===== src/rtl/sim_sequencer_if.sv =====
// ---------------------------------------------------------------------------
// sim_sequencer_if
// Purpose : groups the control and handshake signals of the PIC timestep
//           sequencer into a single bundle.
// Signals :
//   ui_done      start pulse from the UI load (sampled only when idle)
//   num_steps    number of timesteps to run (latched with ui_done)
//   abort        synchronous abort, any state
//   pusher_done  per-lane push complete
//   scatter_done per-lane scatter complete
//   solve_done   field solve complete
//   pusher_valid high throughout PUSH_SCATTER
//   start_solve  high throughout SOLVE
//   first        high during PUSH_SCATTER of step 0 only
//   step         current step index (0-based)
//   busy         high in any non-idle state
//   sim_done     one-cycle pulse on normal completion
//   timeout_err  sticky watchdog flag
// Modports: master drives the requests/responses (environment),
//           slave is the sequencer itself.
// ---------------------------------------------------------------------------
interface sim_sequencer_if #(
    parameter int NUM_LANES = 4,
    parameter int STEP_W    = 16
);
    logic                 ui_done;
    logic [STEP_W-1:0]    num_steps;
    logic                 abort;
    logic [NUM_LANES-1:0] pusher_done;
    logic [NUM_LANES-1:0] scatter_done;
    logic                 solve_done;
    logic                 pusher_valid;
    logic                 start_solve;
    logic                 first;
    logic [STEP_W-1:0]    step;
    logic                 busy;
    logic                 sim_done;
    logic                 timeout_err;

    modport master (
        output ui_done, num_steps, abort, pusher_done, scatter_done, solve_done,
        input  pusher_valid, start_solve, first, step, busy, sim_done, timeout_err
    );

    modport slave (
        input  ui_done, num_steps, abort, pusher_done, scatter_done, solve_done,
        output pusher_valid, start_solve, first, step, busy, sim_done, timeout_err
    );
endinterface


===== src/rtl/sim_sequencer.sv =====
// ---------------------------------------------------------------------------
// sim_sequencer
// Purpose : top-level timestep sequencer for the particle-in-cell engine.
//           Runs num_steps timesteps; each step is PUSH_SCATTER, SCATTER,
//           SOLVE across NUM_LANES lanes whose completions may arrive in
//           different cycles. The final step ends after PUSH_SCATTER.
//           Includes a step counter, abort, and a per-phase watchdog.
// Ports   :
//   clk    clock, all logic on posedge
//   rst_n  asynchronous active-low reset
//   bus    sim_sequencer_if.slave (requests in, status out)
// ---------------------------------------------------------------------------
module sim_sequencer #(
    parameter int NUM_LANES = 4,
    parameter int STEP_W    = 16,
    parameter int TIMEOUT_W = 20
) (
    input  logic           clk,
    input  logic           rst_n,
    sim_sequencer_if.slave bus
);
    typedef enum logic [1:0] {
        ST_IDLE  = 2'd0,
        ST_PUSH  = 2'd1,
        ST_SCAT  = 2'd2,
        ST_SOLVE = 2'd3
    } state_t;

    state_t               r_state;
    state_t               w_next_state;
    logic [NUM_LANES-1:0] r_done_mask;
    logic [NUM_LANES-1:0] w_done_mask;
    logic [NUM_LANES-1:0] w_incoming;
    logic [STEP_W-1:0]    r_num_steps;
    logic [STEP_W-1:0]    w_num_steps;
    logic [STEP_W-1:0]    r_step;
    logic [STEP_W-1:0]    w_step;
    logic [TIMEOUT_W-1:0] r_wdog;
    logic [TIMEOUT_W-1:0] w_wdog;
    logic [TIMEOUT_W-1:0] w_wdog_inc;
    logic                 w_phase_done;
    logic                 w_timeout;
    logic                 w_sim_done;
    logic                 w_timeout_err;
    logic                 w_state_change;

    logic                 r_pusher_valid;
    logic                 r_start_solve;
    logic                 r_first;
    logic                 r_busy;
    logic                 r_sim_done;
    logic                 r_timeout_err;

    // Lane completions only count in the phase they belong to.
    always_comb begin
        w_incoming = '0;
        case (r_state)
            ST_PUSH: w_incoming = bus.pusher_done;
            ST_SCAT: w_incoming = bus.scatter_done;
            default: w_incoming = '0;
        endcase
    end

    // Lanes done earlier and lanes done this cycle are treated alike.
    assign w_phase_done = &(r_done_mask | w_incoming);

    // r_wdog counts cycles already spent in the phase; the phase expires on
    // the cycle in which the count would reach all-ones, i.e. after
    // 2^TIMEOUT_W-1 cycles in one state.
    assign w_wdog_inc = r_wdog + 1'b1;
    assign w_timeout  = (r_state != ST_IDLE) && (w_wdog_inc == '1);

    always_comb begin
        w_next_state  = r_state;
        w_num_steps   = r_num_steps;
        w_step        = r_step;
        w_sim_done    = 1'b0;
        w_timeout_err = r_timeout_err;
        case (r_state)
            ST_IDLE: begin
                if (bus.ui_done) begin
                    w_timeout_err = 1'b0;
                    if (bus.num_steps != '0) begin
                        w_num_steps  = bus.num_steps;
                        w_step       = '0;
                        w_next_state = ST_PUSH;
                    end else begin
                        w_sim_done = 1'b1;
                    end
                end
            end
            ST_PUSH: begin
                // Completion outranks a watchdog expiry in the same cycle.
                if (w_phase_done) begin
                    if (r_step == r_num_steps - 1'b1) begin
                        w_next_state = ST_IDLE;
                        w_sim_done   = 1'b1;
                    end else begin
                        w_next_state = ST_SCAT;
                    end
                end else if (w_timeout) begin
                    w_next_state  = ST_IDLE;
                    w_timeout_err = 1'b1;
                end
            end
            ST_SCAT: begin
                if (w_phase_done) begin
                    w_next_state = ST_SOLVE;
                end else if (w_timeout) begin
                    w_next_state  = ST_IDLE;
                    w_timeout_err = 1'b1;
                end
            end
            ST_SOLVE: begin
                if (bus.solve_done) begin
                    w_step       = r_step + 1'b1;
                    w_next_state = ST_PUSH;
                end else if (w_timeout) begin
                    w_next_state  = ST_IDLE;
                    w_timeout_err = 1'b1;
                end
            end
            default: w_next_state = ST_IDLE;
        endcase

        // Abort overrides everything, including a start or completion.
        if (bus.abort) begin
            w_next_state  = ST_IDLE;
            w_num_steps   = r_num_steps;
            w_step        = r_step;
            w_sim_done    = 1'b0;
            w_timeout_err = r_timeout_err;
        end
    end

    assign w_state_change = (w_next_state != r_state);
    assign w_done_mask    = (w_state_change || bus.abort) ? '0 : (r_done_mask | w_incoming);
    assign w_wdog         = (w_state_change || r_state == ST_IDLE) ? '0 : w_wdog_inc;

    // Outputs are decoded from the next state so they line up with it.
    always_ff @(posedge clk or negedge rst_n) begin
        if (!rst_n) begin
            r_state        <= ST_IDLE;
            r_done_mask    <= '0;
            r_num_steps    <= '0;
            r_step         <= '0;
            r_wdog         <= '0;
            r_pusher_valid <= 1'b0;
            r_start_solve  <= 1'b0;
            r_first        <= 1'b0;
            r_busy         <= 1'b0;
            r_sim_done     <= 1'b0;
            r_timeout_err  <= 1'b0;
        end else begin
            r_state        <= w_next_state;
            r_done_mask    <= w_done_mask;
            r_num_steps    <= w_num_steps;
            r_step         <= w_step;
            r_wdog         <= w_wdog;
            r_pusher_valid <= (w_next_state == ST_PUSH);
            r_start_solve  <= (w_next_state == ST_SOLVE);
            r_first        <= (w_next_state == ST_PUSH) && (w_step == '0);
            r_busy         <= (w_next_state != ST_IDLE);
            r_sim_done     <= w_sim_done;
            r_timeout_err  <= w_timeout_err;
        end
    end

    assign bus.pusher_valid = r_pusher_valid;
    assign bus.start_solve  = r_start_solve;
    assign bus.first        = r_first;
    assign bus.step         = r_step;
    assign bus.busy         = r_busy;
    assign bus.sim_done     = r_sim_done;
    assign bus.timeout_err  = r_timeout_err;
endmodule


===== src/flat_wrapper.sv =====
// flat-port wrapper written by rule: the top's interface ports become plain ports
module sim_sequencer_flat 
#(
    parameter int NUM_LANES = 4,
    parameter int STEP_W    = 16,
    parameter int TIMEOUT_W = 20
)
  (clk, rst_n, bus_ui_done, bus_num_steps, bus_abort, bus_pusher_done, bus_scatter_done, bus_solve_done, bus_pusher_valid, bus_start_solve, bus_first, bus_step, bus_busy, bus_sim_done, bus_timeout_err);
  sim_sequencer_if #(.NUM_LANES(NUM_LANES), .STEP_W(STEP_W)) bus_i ();
  input  logic clk;
  input  logic rst_n;
  input wire logic [$bits(bus_i.ui_done)-1:0] bus_ui_done;
  input wire logic [$bits(bus_i.num_steps)-1:0] bus_num_steps;
  input wire logic [$bits(bus_i.abort)-1:0] bus_abort;
  input wire logic [$bits(bus_i.pusher_done)-1:0] bus_pusher_done;
  input wire logic [$bits(bus_i.scatter_done)-1:0] bus_scatter_done;
  input wire logic [$bits(bus_i.solve_done)-1:0] bus_solve_done;
  output wire logic [$bits(bus_i.pusher_valid)-1:0] bus_pusher_valid;
  output wire logic [$bits(bus_i.start_solve)-1:0] bus_start_solve;
  output wire logic [$bits(bus_i.first)-1:0] bus_first;
  output wire logic [$bits(bus_i.step)-1:0] bus_step;
  output wire logic [$bits(bus_i.busy)-1:0] bus_busy;
  output wire logic [$bits(bus_i.sim_done)-1:0] bus_sim_done;
  output wire logic [$bits(bus_i.timeout_err)-1:0] bus_timeout_err;
  assign bus_i.ui_done = bus_ui_done;
  assign bus_i.num_steps = bus_num_steps;
  assign bus_i.abort = bus_abort;
  assign bus_i.pusher_done = bus_pusher_done;
  assign bus_i.scatter_done = bus_scatter_done;
  assign bus_i.solve_done = bus_solve_done;
  assign bus_pusher_valid = bus_i.pusher_valid;
  assign bus_start_solve = bus_i.start_solve;
  assign bus_first = bus_i.first;
  assign bus_step = bus_i.step;
  assign bus_busy = bus_i.busy;
  assign bus_sim_done = bus_i.sim_done;
  assign bus_timeout_err = bus_i.timeout_err;
  sim_sequencer #(.NUM_LANES(NUM_LANES), .STEP_W(STEP_W), .TIMEOUT_W(TIMEOUT_W)) u_core (.clk(clk), .rst_n(rst_n), .bus(bus_i));
endmodule

===== config.mk =====
export PLATFORM = sky130hd
export DESIGN_NAME = sim_sequencer_flat
export DESIGN_NICKNAME = d
export VERILOG_FILES = /design/src/rtl/sim_sequencer_if.sv /design/src/rtl/sim_sequencer.sv /design/src/flat_wrapper.sv
export SDC_FILE = /design/constraint.sdc
export NUM_CORES = 1
export LEC_CHECK = 0
export BUFFER_PORTS_ARGS = -buffer_cell sky130_fd_sc_hd__buf_2
export CORE_MARGIN = 2
export CORE_UTILIZATION = 25
export CTS_CLUSTER_DIAMETER = 100
export DETAILED_ROUTE_END_ITERATION = 10
export PLACE_DENSITY_LB_ADDON = 0.3
export SLEW_MARGIN = 0
export SYNTH_ARGS = -nofsm -noshare
export SYNTH_HDL_FRONTEND = slang
export SYNTH_SLANG_ARGS = --single-unit

===== constraint.sdc =====
create_clock -name clk -period 4.6 [get_ports clk]
set_clock_uncertainty 0.1 [all_clocks]
set_input_delay 0.46 -clock clk [delete_from_list [all_inputs] [get_ports clk]]
set_output_delay 0.46 -clock clk [all_outputs]
set_load 0.03 [all_outputs]

==> metrics.md <==
| Metric | Value |
|---|---|
| Vias in the first global route | 3804 |
| I/O pin count | 51 |
| # resized after CTS | 0 |
| Setup violators final | 0 |
| Worst-path cell chain | inv_1 > ha_1 > nor2_1 > o21ai_1 > a2bb2oi_1 > nand4b_1 > nor4b_1 > or4b_2 > nor4_2 |
| Min Tclk post-route | 3.525 ns |
| Setup slack after layout | 1.075 ns |
| Gr ovfl total | 0 |
| Seq/Total Area, Yosys | 36.60% |
| Placed Cells | 736 |
| GPL Wtd Cong | 0.8166 |
| Top sig layer | met4 |
| Worst EP required | 4.74 ns |
| DP HPWL | 8942 um |
| Wire per inst | 15.78 um |
| Die width | 136.3 um |
| Avg Vias per Cell | 5.029 |
| Yosys warns | 0 |
| Synth Register Bits | 64 |
| Status | finished, final reports clean |
| Initial DRC Count | 180 |
| Drt pass-1 iters | 4 |
| Root Buffer | clkbuf_16 |
| Met1 WL | 5210 um |
| EDFF count, synth | 0 |
| WL met3 | 464 um |
| Async SR Flop Fraction | 100.0% |
| Pwr/cell area | 318.6 mW/mm^2 |
| Synthesized net count | 521 |
| Reg area | 0.001602 sq mm |
| # clock sinks | 64 |
| Multi-input logic area | 0.002535 sq mm |
| CP Class | register to register |
| Worst Path Max Fanout | 16 |
| Full die area | 0.01858 sq mm |
| IO Port Bufs | 50 |
| CTS Buf Count | 9 |
| Final non-filler cell total | 751 |
| Layout Area Growth over Synthesis | 16.07% |
| Core Area | 0.01718 sq mm |
| Worst Tran Pin Value | 1.139 ns |
| WL met2 | 6031 um |
| Post-CTS setup buffers | 0 |
| DR vias | 3777 |
| Initial antenna violation count | 0 |
| N_diodes | 0 |
| Crit start category | register |
| First-pass GRT wire length | 19510 um |
| CTS Buffer Depth | 2 |
| Critical path arrival | 3.66 ns |
| Antenna viol nets, final | 0 |
| Part of the cycle the worst path needs | 76.63% |
| P_leak | 2.052 nW |
| RSZ-0062 raised after global routing | false |
| Primary FF master, synth | dfrtp_1 |
| CP max stage delay | 0.67 ns |
| Net count, final | 559 |
| Largest family of logic cells by synthesized area | simple AND/OR/NAND/NOR gates |
| Post-synthesis cell type count | 69 |
| Clock Latency Late Sink | 0.33 ns |
| Power, Total | 1.618 mW |
| Relative slew margins | 23.54% |
| Post-synthesis compound-gate area fraction | 20.50% |
| Die height | 136.3 um |
| Maxcap violations | 0 |
| Cell Area, Synth | 0.004375 sq mm |
| Final Hold Fails | 0 |
| Share of layout cells above drive strength 1 | 22.05% |
| Simple-gate area share of the yosys netlist | 22.59% |
| Cell count after synthesis | 484 |
| Peak Freq | 283.7 MHz |
| Syn_area_per_cell | 9.040 sq um |
| Initial cell density of the core | 25.47% |
| Cell Rows | 48 |
| Max IR drop VDD | 0.1800 mV |
| Pin count of the biggest net entering global routing | 65 |
| Crit end category | register |
| H-tree Lvls | 3 |
| Clock transition at path regs | 0.05 ns |
| Fillers | 1869 |
| Hold Buf Count CTS | 0 |
| Worst hold-check path type | input port to asynchronous set/reset pin |
| Place WS | 1.063 ns |
| Mux contribution to synthesized area | 4.947% |
| Crit-path slowest cell | or4b_2 |
| Layout Utilization | 29.57% |
| Total routed wirelength | 11850 um |
| Adder-cell share of the synthesized area | 2.288% |
| Slew Viols, Final | 0 |
| Remaining DRCs | 0 |
| GRT Total Usage | 13.51% |
| Sum Neg Setup Slack | 0 ns |
| CTS tree | yes |
| XOR/XNOR Fraction of Synth Area | 7.406% |
==> path summary, 6_finish.rpt <==
path,depth (start not counted),slack [ns],end,from
worst max register to register,9,1.07,u_core.bus.first,u_core.r_state[1]
worst min register to register,1,0.44,u_core.r_num_steps[15],u_core.r_num_steps[15]
worst min-delay path,2,0.21,u_core.r_num_steps[8],rst_n
max in group asynchronous,2,3.62,u_core.r_wdog[0],rst_n
worst max-delay path,9,1.07,u_core.bus.first,u_core.r_state[1]
min in group clk,3,0.26,u_core.r_num_steps[0],bus_num_steps[0]
==> worst max-delay path: cells and delay by family, from the launching register on <==
kind / cells / cell delay, ns
compound gates: 2 / 0.82
simple gates: 5 / 1.45
buf+inv: 1 / 0.12
fa+ha+maj: 1 / 0.41
flops: 1 / 0.54
==> placed cells by master (no fill, tap or decap), types with 8 or more instances in the layout <==
master     Yosys  routed
a21oi_1       18      18
a21oi_2       20      20
buf_2         14      50
clkbuf_16      0       9
dfrtp_1       64      64
ha_1           8       8
inv_1         27      27
mux2_2        13      13
nand2_1       54      54
nand3_1       11      11
nand4_1       14      14
nor2_1        29      29
nor3_1        14      14
nor4_1        14      14
o21ai_0       15      15
xnor2_1       25      25
xor2_1        12      12
==> area by class of cell <==
cell class / instances / area share, %
timing repair buffer: 55 / 5.666
multi-input combinational: 364 / 49.91
sequential: 64 / 31.53
tap: 225 / 5.543
clock buffer: 15 / 5.272
inverter: 28 / 2.069
==> report_power, final <==
group          internal (mW)  switching (mW)  total (mW)
clock                  0.392           0.231       0.622
combinational          0.135           0.180       0.315
sequential             0.609          0.0720       0.681
total                   1.13           0.483        1.62
==> metal layers <==
metal / global-route usage [%] / vias up
li1: - / 1854
met1: 15.88 / 1840
met2: 24.09 / 71
met3: 3.878 / 12
met4: 3.356 / 0
met5: 0 / -
==> state kept, by name, indices dropped and copies added, names as in the netlist, 2 cells and up <==
register            flops
u_core.bus.step        16
u_core.r_done_mask      4
u_core.r_num_steps     16
u_core.r_state          2
u_core.r_wdog          20
==> synth_stat cells (3+ instances only) <==
| cell type | number | area share [%] |
|---|---|---|
| a211o_1 | 5 | 1.0 |
| a211oi_1 | 5 | 0.86 |
| a21boi_0 | 4 | 0.69 |
| a21oi_1 | 18 | 2.1 |
| a21oi_2 | 20 | 4.0 |
| a22o_1 | 4 | 0.80 |
| a2bb2oi_1 | 4 | 0.80 |
| a31oi_1 | 7 | 1.0 |
| and4_1 | 3 | 0.60 |
| buf_2 | 14 | 1.6 |
| clkbuf_1 | 9 | 0.77 |
| dfrtp_1 | 64 | 37 |
| ha_1 | 8 | 2.3 |
| inv_1 | 27 | 2.3 |
| mux2_2 | 13 | 3.3 |
| mux2i_1 | 7 | 1.6 |
| nand2_1 | 54 | 4.6 |
| nand2b_1 | 6 | 0.86 |
| nand3_1 | 11 | 1.3 |
| nand4_1 | 14 | 2.0 |
| nand4b_1 | 4 | 0.80 |
| nor2_1 | 29 | 2.5 |
| nor3_1 | 14 | 1.6 |
| nor4_1 | 14 | 2.0 |
| nor4_2 | 3 | 0.86 |
| o2111ai_1 | 4 | 0.80 |
| o211ai_1 | 6 | 1.0 |
| o21ai_0 | 15 | 1.7 |
| o2bb2ai_1 | 7 | 1.4 |
| o31ai_1 | 3 | 0.51 |
| or4_1 | 7 | 1.2 |
| xnor2_1 | 25 | 5.0 |
| xor2_1 | 12 | 2.4 |
==> cell families (layout without fill, tap and decap cells) <==
| family | count (synthesis) | count (layout) |
|---|---|---|
| compound gates | 119 | 119 |
| xor+xnor | 37 | 37 |
| buf+inv | 56 | 98 |
| mux | 20 | 20 |
| fa+ha+maj | 8 | 8 |
| simple gates | 180 | 180 |
| flops | 64 | 64 |
==> through the flow <==
step	hold slack, ns	area, sq um
floorplan	0.06441	4375
global placement	0.4203	4811
detailed placement	0.4344	4811
CTS	0.2477	5079
global route	0.2452	5079
finish	0.2121	5079
Note: power is estimated with default switching activity, not from simulation.
